==> src/rtl/mem_arbiter.sv <==
// Round-robin arbiter sharing one memory data port between master 0 (CPU) and
// master 1 (loader/debug); one transaction in flight, req/ack handshake per master.
module mem_arbiter #(
  parameter int ADDR_W       = 32,
  parameter int DATA_W       = 32,
  parameter int READ_LATENCY = 1
) (
  input  logic              clock,
  input  logic              reset,
  input  logic              m0_req,
  input  logic              m0_rw,
  input  logic [ADDR_W-1:0] m0_addr,
  input  logic [DATA_W-1:0] m0_wdata,
  output logic              m0_ack,
  output logic [DATA_W-1:0] m0_rdata,
  input  logic              m1_req,
  input  logic              m1_rw,
  input  logic [ADDR_W-1:0] m1_addr,
  input  logic [DATA_W-1:0] m1_wdata,
  output logic              m1_ack,
  output logic [DATA_W-1:0] m1_rdata,
  output logic              mem_rw,
  output logic [ADDR_W-1:0] mem_aout,
  output logic [DATA_W-1:0] mem_dout,
  input  logic [DATA_W-1:0] mem_din,
  output logic              busy,
  output logic              grant
);

  typedef enum logic [1:0] {
    IDLE   = 2'd0,
    ACCESS = 2'd1,
    DONE   = 2'd2
  } state_t;

  state_t            state_q, state_d;
  logic              rw_q, rw_d;
  logic [2:0]        cnt_q, cnt_d;
  logic              rr_q, rr_d;
  logic              grant_q, grant_d;
  logic              busy_q, busy_d;
  logic              mem_rw_q, mem_rw_d;
  logic [ADDR_W-1:0] mem_aout_q, mem_aout_d;
  logic [DATA_W-1:0] mem_dout_q, mem_dout_d;
  logic              m0_ack_q, m0_ack_d;
  logic              m1_ack_q, m1_ack_d;
  logic [DATA_W-1:0] m0_rdata_q, m0_rdata_d;
  logic [DATA_W-1:0] m1_rdata_q, m1_rdata_d;
  logic              win;
  logic              finish;

  always_comb begin
    state_d    = state_q;
    rw_d       = rw_q;
    cnt_d      = cnt_q;
    rr_d       = rr_q;
    grant_d    = grant_q;
    mem_aout_d = mem_aout_q;
    mem_dout_d = mem_dout_q;
    m0_rdata_d = m0_rdata_q;
    m1_rdata_d = m1_rdata_q;
    mem_rw_d   = 1'b0;
    m0_ack_d   = 1'b0;
    m1_ack_d   = 1'b0;
    win        = 1'b0;
    finish     = 1'b0;

    case (state_q)
      IDLE: begin
        // rr_q holds the last winner; on a tie the other master is served
        win = (m0_req && m1_req) ? ~rr_q : m1_req;
        if (m0_req || m1_req) begin
          grant_d    = win;
          rr_d       = win;
          rw_d       = win ? m1_rw : m0_rw;
          mem_rw_d   = win ? m1_rw : m0_rw;
          mem_aout_d = win ? m1_addr : m0_addr;
          mem_dout_d = win ? m1_wdata : m0_wdata;
          cnt_d      = 3'(READ_LATENCY);
          state_d    = ACCESS;
        end
      end
      ACCESS: begin
        finish = rw_q || (cnt_q == 3'd0);
        if (finish) begin
          state_d = DONE;
          if (grant_q) begin
            m1_ack_d   = 1'b1;
            m1_rdata_d = rw_q ? '0 : mem_din;
          end else begin
            m0_ack_d   = 1'b1;
            m0_rdata_d = rw_q ? '0 : mem_din;
          end
        end else begin
          cnt_d = cnt_q - 3'd1;
        end
      end
      DONE:    state_d = IDLE;
      default: state_d = IDLE;
    endcase

    busy_d = (state_d != IDLE);
  end

  // rr_q resets to 1 so that master 0 wins the first tie
  always_ff @(posedge clock or negedge reset) begin
    if (!reset) begin
      state_q    <= IDLE;
      rw_q       <= 1'b0;
      cnt_q      <= 3'd0;
      rr_q       <= 1'b1;
      grant_q    <= 1'b0;
      busy_q     <= 1'b0;
      mem_rw_q   <= 1'b0;
      mem_aout_q <= '0;
      mem_dout_q <= '0;
      m0_ack_q   <= 1'b0;
      m1_ack_q   <= 1'b0;
      m0_rdata_q <= '0;
      m1_rdata_q <= '0;
    end else begin
      state_q    <= state_d;
      rw_q       <= rw_d;
      cnt_q      <= cnt_d;
      rr_q       <= rr_d;
      grant_q    <= grant_d;
      busy_q     <= busy_d;
      mem_rw_q   <= mem_rw_d;
      mem_aout_q <= mem_aout_d;
      mem_dout_q <= mem_dout_d;
      m0_ack_q   <= m0_ack_d;
      m1_ack_q   <= m1_ack_d;
      m0_rdata_q <= m0_rdata_d;
      m1_rdata_q <= m1_rdata_d;
    end
  end

  assign m0_ack   = m0_ack_q;
  assign m1_ack   = m1_ack_q;
  assign m0_rdata = m0_rdata_q;
  assign m1_rdata = m1_rdata_q;
  assign mem_rw   = mem_rw_q;
  assign mem_aout = mem_aout_q;
  assign mem_dout = mem_dout_q;
  assign busy     = busy_q;
  assign grant    = grant_q;

endmodule

==> config.mk <==
export PLATFORM = sky130hd
export DESIGN_NAME = mem_arbiter
export DESIGN_NICKNAME = d
export VERILOG_FILES = /design/src/rtl/mem_arbiter.sv
export SDC_FILE = /design/constraint.sdc
export NUM_CORES = 1
export LEC_CHECK = 0
export BUFFER_PORTS_ARGS = -buffer_cell sky130_fd_sc_hd__clkbuf_2
export CAP_MARGIN = 0
export CORE_MARGIN = 3
export CORE_UTILIZATION = 46
export DETAILED_ROUTE_END_ITERATION = 10
export HOLD_SLACK_MARGIN = 0.02
export PLACE_DENSITY = 0.81
export SLEW_MARGIN = 20
export SYNTH_ARGS = -nofsm -noshare
export SYNTH_HDL_FRONTEND = slang
export SYNTH_SLANG_ARGS = --single-unit
==> constraint.sdc <==
create_clock -name clock -period 2.4 [get_ports clock]
set_clock_uncertainty 0.1 [all_clocks]
set_input_delay 0.48 -clock clock [delete_from_list [all_inputs] [get_ports clock]]
set_output_delay 0.48 -clock clock [all_outputs]
set_load 0.05 [all_outputs]
==> flow_metrics.tcl, run 1 <==
set metrics [dict create \
    outcome "finished clean" \
    p_switching_mw 7.03 \
    fin_nets 1033 \
    io_buffers 298 \
    vias_per_cell 5.20 \
    setup_viol 0 \
    syn2layout_area_growth_pct 37.7 \
    drive_gt1_frac 0.444 \
    p_comb_frac 0.527 \
    p_sw_frac 0.503 \
    ys_warn_count 0 \
    post-route-util 0.660 \
    die_w_um 122 \
    cts.sinks 140 \
    via_count 5454 \
    clock_path_buffers 2 \
    synth.yosys.seq_area_share 0.571 \
    rr_startpoint "cnt_q[0]" \
    slew_viol_final 0 \
    cp.required_ps 2580 \
    cts_tree "done" \
    grt_pass1_wl_mm 27.3 \
    grt_max_degree 68 \
    rows 41 \
    synth.distinct_cells 27 \
    reg2reg_to "m0_rdata[15]" \
    tns_ps 0 \
    syn-num-nets 747 \
    worstMarginPinSlew_ps 489 \
    power.density_nw_per_um2 1650 \
    crit_type "reg -> reg" \
    fin_crit_sh 0.797 \
    cap_violations 0 \
    max_freq_mhz 523 \
    netlist_area_sq_um 6140 \
    ys_seq_elements 140 \
    drt_iter0_drc 228 \
    crit_chain "inv_1, ha_1, nand2b_2, a211oi_4, buf_12, mux2_1" \
    syn_area_per_cell_sq_um 10.6 \
    clkPwrFrac 0.187 \
    cts-buffers-inserted 17 \
    r2r_setup_slack_ps 490 \
    crit_path_end "m0_rdata[15]" \
    grt_use_total 0.235 \
    cts_max_level 4 \
    cpPeakStageDelay_ps 390 \
    start_kind "flop" \
    rsz0062_at_grt "false" \
    core_sq_um 12800 \
    ios 299 \
    insertedDiodeCount 0 \
    irDropWorstVdd_mv 0.782 \
    netlist_instances 579 \
    hpwlAfterDp_mm 12.4 \
    die_h_um 122 \
    first_pass_iters 4 \
    die_area_sq_um 14800 \
    r2r_cells 6 \
    hold_viol_final 0 \
    crit_start "cnt_q[0]" \
    internal_power_mw 6.95 \
    cts_resized 0 \
    pwr-share-seq 0.285 \
    p_leak_nw 4.32 \
    place_congestion 0.842 \
    crit_fanout 33 \
    antenna_found_initial 0 \
    slowest_stage "dfrtp_1" \
    antenna_left 0 \
    insertion_delay_ps 400 \
    root_buffer "clkbuf_16" \
    wl_per_cell_um 16.5 \
    gr-total-overflow 0 \
    holdCritPathClass "in -> reg" \
    period_needed_ps 1910 \
    relSlewSlack 0.674 \
    initial_core_util 0.479 \
    drc_errors 0 \
    clkTransAtPathRegs_ps 60 \
    arrival_ps 2100 \
    end_kind "flop" \
    grt_pass1_vias 5428 \
    routed_wl_mm 17.3 \
]
-- worst min-delay path by stage --
stage,startpoint,endpoint,slack (ps),depth (start not counted)
floorplan,reset,busy,80,0
global placement,reset,m0_rdata[16],310,1
detailed placement,reset,m1_rdata[20],310,1
CTS,m1_addr[30],mem_aout[30],180,3
global route,m0_addr[27],mem_aout[27],190,3
finish,m0_addr[20],mem_aout[20],200,3
-- cells in the final DEF (no fill, tap or decap), types with 4 or more instances in the layout --
| cell type | count |
|---|---|
| dfrtp_1 | 139 |
| inv_1 | 4 |
| nor2_1 | 4 |
| a21oi_1 | 69 |
| buf_12 | 9 |
| o21ai_0 | 6 |
| clkbuf_16 | 17 |
| nor2b_1 | 32 |
| clkbuf_2 | 297 |
| mux2_2 | 35 |
| a31oi_1 | 64 |
| buf_4 | 6 |
| nand2_1 | 129 |
| mux2_1 | 29 |
-- logic make-up (layout without fill, tap and decap cells) --
kind of cell,after synthesis,count (layout),share of synthesized area
AND/OR/NAND/NOR,174,174,0.123
AO/OA/AOI/OAI,144,144,0.137
flip-flops,140,140,0.571
multiplexers,67,67,0.122
buffers and inverters,52,349,0.0430
adder cells (fa/ha/maj),2,2,0.00407
-- registers in the layout, indices dropped and copies added (netlist names), 2 cells and up --
signal    cells
cnt_q         3
m0_rdata     32
m1_rdata     32
mem_aout     32
mem_dout     32
state_q       2
-- synth_stat cells --
library cell,n,area share
dfrtp_1,139,0.57
nand2_1,129,0.079
a21oi_1,69,0.056
a31oi_1,64,0.065
mux2_2,35,0.064
nor2b_1,32,0.033
mux2_1,29,0.053
clkbuf_1,23,0.014
buf_2,13,0.011
buf_6,7,0.013
nor2_1,6,0.0037
o21ai_0,6,0.0049
buf_1,4,0.0024
inv_1,4,0.0024
mux2i_1,3,0.0049
or2_2,3,0.0031
a211oi_4,2,0.0065
ha_1,2,0.0041
a21bo_2,1,0.0016
a21boi_0,1,0.0012
dfstp_2,1,0.0043
inv_2,1,0.00061
nand2b_1,1,0.0010
nand2b_2,1,0.0014
nor3b_1,1,0.0012
nor4b_1,1,0.0014
o22ai_1,1,0.0010
-- final cells by class --
cell class,count,area (sq um)
fillers,1050,4370
flip-flops and latches,140,3500
multi-input cells,387,2400
repair buffers,314,1730
clock buffers,19,443
well taps,172,215
clock inverters,11,145
inverters,5,18.8
-- metal layers --
metal / up-vias / track usage / share of wire
li1: 2568 / - / -
met1: 2594 / 0.285 / 0.39
met2: 254 / 0.393 / 0.50
met3: 38 / 0.0613 / 0.076
met4: 0 / 0.106 / 0.033
met5: - / 0 / 0
-- worst max-delay path, delay by kind of cell, from the launching register on --
family,cells,cell delay [ps]
fa+ha+maj,1,180
flops,1,390
compound gates,1,300
mux,1,360
buf+inv,2,340
simple gates,1,120
-- power groups by stage --
stage / logic (mW) / registers, mW / clock network (mW)
final: 7.38 / 3.99 / 2.62
after global routing: 7.81 / 4.11 / 2.77
after CTS: 7.45 / 3.99 / 2.67
after detailed placement: 7.44 / 4.02 / 0
after global placement: 7.35 / 3.98 / 0
after floorplan: 2.18 / 7.32 / 0
-- stage by stage --
stage / worst slack (ps) / power, mW / area (sq um) / std cells / hold WS (ps)
2_1_floorplan: 526 / 9.50 / 6140 / 579 / 84.4
5_1_grt: 408 / 14.7 / 8460 / 1048 / 190
3_3_place_gp: 535 / 11.3 / 7860 / 1017 / 308
3_5_place_dp: 495 / 11.5 / 7860 / 1017 / 310
4_1_cts: 472 / 14.1 / 8460 / 1048 / 176
6_report: 487 / 14.0 / 8460 / 1048 / 198
-- what timing repair did --
action / in CTS / in global routing
setup buffers: 0 / 0
hold buffers: 1 / 0
endpoints found under the setup margin: 0 / 0
hold endpoints to repair: 34 / 0
Note: power is estimated with default switching activity, not from simulation.
==> run 2, diff against run 1 <==
--- a/config.mk
+++ b/config.mk
@@ -8,10 +8,10 @@
 export BUFFER_PORTS_ARGS = -buffer_cell sky130_fd_sc_hd__clkbuf_2
 export CAP_MARGIN = 0
 export CORE_MARGIN = 3
-export CORE_UTILIZATION = 46
+export CORE_UTILIZATION = 42
 export DETAILED_ROUTE_END_ITERATION = 10
 export HOLD_SLACK_MARGIN = 0.02
-export PLACE_DENSITY = 0.81
+export PLACE_DENSITY = 0.78
 export SLEW_MARGIN = 20
 export SYNTH_ARGS = -nofsm -noshare
 export SYNTH_HDL_FRONTEND = slang
==> constraint.sdc (replaced) <==
create_clock -name clock -period 1.6 [get_ports clock]
set_clock_uncertainty 0.1 [all_clocks]
set_input_delay 0.32 -clock clock [delete_from_list [all_inputs] [get_ports clock]]
set_output_delay 0.32 -clock clock [all_outputs]
set_load 0.05 [all_outputs]
==> run 2 against run 1 <==
Net effect:
- the run now ends with setup timing left
- clock power up 62%
- final cell count up 4.1%
- sequential power up 52%
- largest cell class unchanged
==> flow_metrics.tcl, run 2 (same netlist as run 1, synthesis figures left out) <==
set metrics [dict create \
    drc_errors 0 \
    cts_tree "done" \
    post-route-util 0.653 \
    multi_input_area_sq_um 2610 \
    fin_crit_sh 1.14 \
    relSlewSlack 0.779 \
    hold_viol_final 0 \
    cpPeakStageDelay_ps 390 \
    antenna_found_initial 0 \
    drive_gt1_frac 0.497 \
    grt_max_degree 51 \
    crit_fanout 17 \
    fill_cells 1100 \
    ios 299 \
    rsz0062_at_grt "true" \
    start_kind "flop" \
    final_common_cell "clkbuf_2" \
    failed_checks "setup timing" \
    cts_max_level 4 \
    setup_viol 64 \
    slowest_stage "dfrtp_1" \
    worstMarginPinSlew_ps 322 \
    cp_top_family "buffers and inverters" \
    wl_per_cell_um 17.6 \
    cts-buffers-inserted 17 \
    fin_nets 1067 \
    insertion_delay_ps 410 \
    crit_chain "inv_2, ha_4, nand2b_4, a211oi_4, buf_4, buf_12, mux2_2" \
    max_freq_mhz 549 \
    via_count 5649 \
    grt_pass1_wl_mm 29.6 \
    die_h_um 127 \
    initial_core_util 0.436 \
    vias_per_cell 5.18 \
    grt_use_total 0.232 \
    p_total_mw 23.2 \
    cts.sinks 140 \
    insertedDiodeCount 0 \
    clkTransAtPathRegs_ps 60 \
    hpwlAfterDp_mm 12.7 \
    syn2layout_area_growth_pct 49.9 \
    p_leak_nw 4.68 \
    first_pass_iters 4 \
    fin_area_sq_um 9200 \
    tns_ps -11950 \
    crit_type "reg -> reg" \
    preCtsSetupSlack_ps -188 \
    power.density_nw_per_um2 2520 \
    clock_path_buffers 2 \
    regArea_sq_um 3510 \
    slew_viol_final 0 \
    irDropWorstVdd_mv 1.60 \
    die_w_um 127 \
    die_area_sq_um 16100 \
    holdCritPathClass "in -> reg" \
    gr-total-overflow 0 \
    io_buffers 298 \
    grt_pass1_vias 5635 \
    antenna_left 0 \
    final_cell_mix "clkbuf_2, dfrtp_1, nand2_1" \
    core_sq_um 14100 \
    rows 43 \
    arrival_ps 2020 \
    drt_iter0_drc 293 \
    fin_ws_ps -221 \
    root_buffer "clkbuf_16" \
    end_kind "flop" \
    path_buf_inv 3 \
    outcome "finished, violations left" \
    cp.required_ps 1790 \
    routed_wl_mm 19.2 \
    placed_area_sq_um 8030 \
    cap_violations 0 \
    place_congestion 0.817 \
    period_needed_ps 1820 \
]
==> run 2: layer usage <==
layer | vias up | GRT usage | part of all wire
li1 | 2650 | - | -
met1 | 2737 | 0.289 | 0.39
met2 | 229 | 0.389 | 0.51
met3 | 33 | 0.0598 | 0.067
met4 | 0 | 0.0915 | 0.027
met5 | - | 0 | 0
==> run 2: where the power goes <==
| group | total [mW] | internal (mW) | switching (mW) | leakage, nW |
|---|---|---|---|---|
| registers | 6.06 | 5.11 | 0.942 | 1.71 |
| logic | 12.9 | 4.17 | 8.74 | 2.66 |
| clock network | 4.25 | 2.79 | 1.46 | 0.313 |
==> run 2: final cells by class <==
type / instances / area share
Multi-Input combinational cell: 387 / 0.283
Sequential cell: 140 / 0.381
Inverter: 5 / 0.00204
Clock inverter: 12 / 0.0212
Tap cell: 180 / 0.0245
Timing Repair Buffer: 348 / 0.240
Clock buffer: 19 / 0.0481
==> run 2: metrics by stage <==
step                      cells  hold WS, ps
after floorplan             579        -75.6
after global placement     1039          132
after detailed placement   1039          131
after CTS                  1082         20.2
after global routing       1091         29.0
final                      1091         35.3
==> run 2: worst min-delay path: stages <==
cell	delay [ps]
clkbuf_2	80
nand2_1	40
a31oi_1	70
==> run 2: repair_timing <==
item,CTS,global route
resized for setup,38,27
setup buffers,6,6
pin swaps,3,2
hold buffers,2,0
endpoints found under the hold margin,30,0
setup endpoints to repair,84,115
cloned,4,4
==> run 2: worst paths after layout <==
| check | startpoint | endpoint | slack [ps] | depth (start not counted) |
|---|---|---|---|---|
| setup / recovery | cnt_q[0] | m1_rdata[11] | -220 | 7 |
| hold / removal | m0_addr[24] | mem_aout[24] | 40 | 3 |
| setup reg to reg | cnt_q[0] | m1_rdata[11] | -220 | 7 |
| hold reg to reg | m1_rdata[15] | m1_rdata[15] | 380 | 1 |
| max in group asynchronous | reset | mem_aout[22] | 570 | 3 |
| min in group asynchronous | reset | m0_rdata[11] | 260 | 2 |
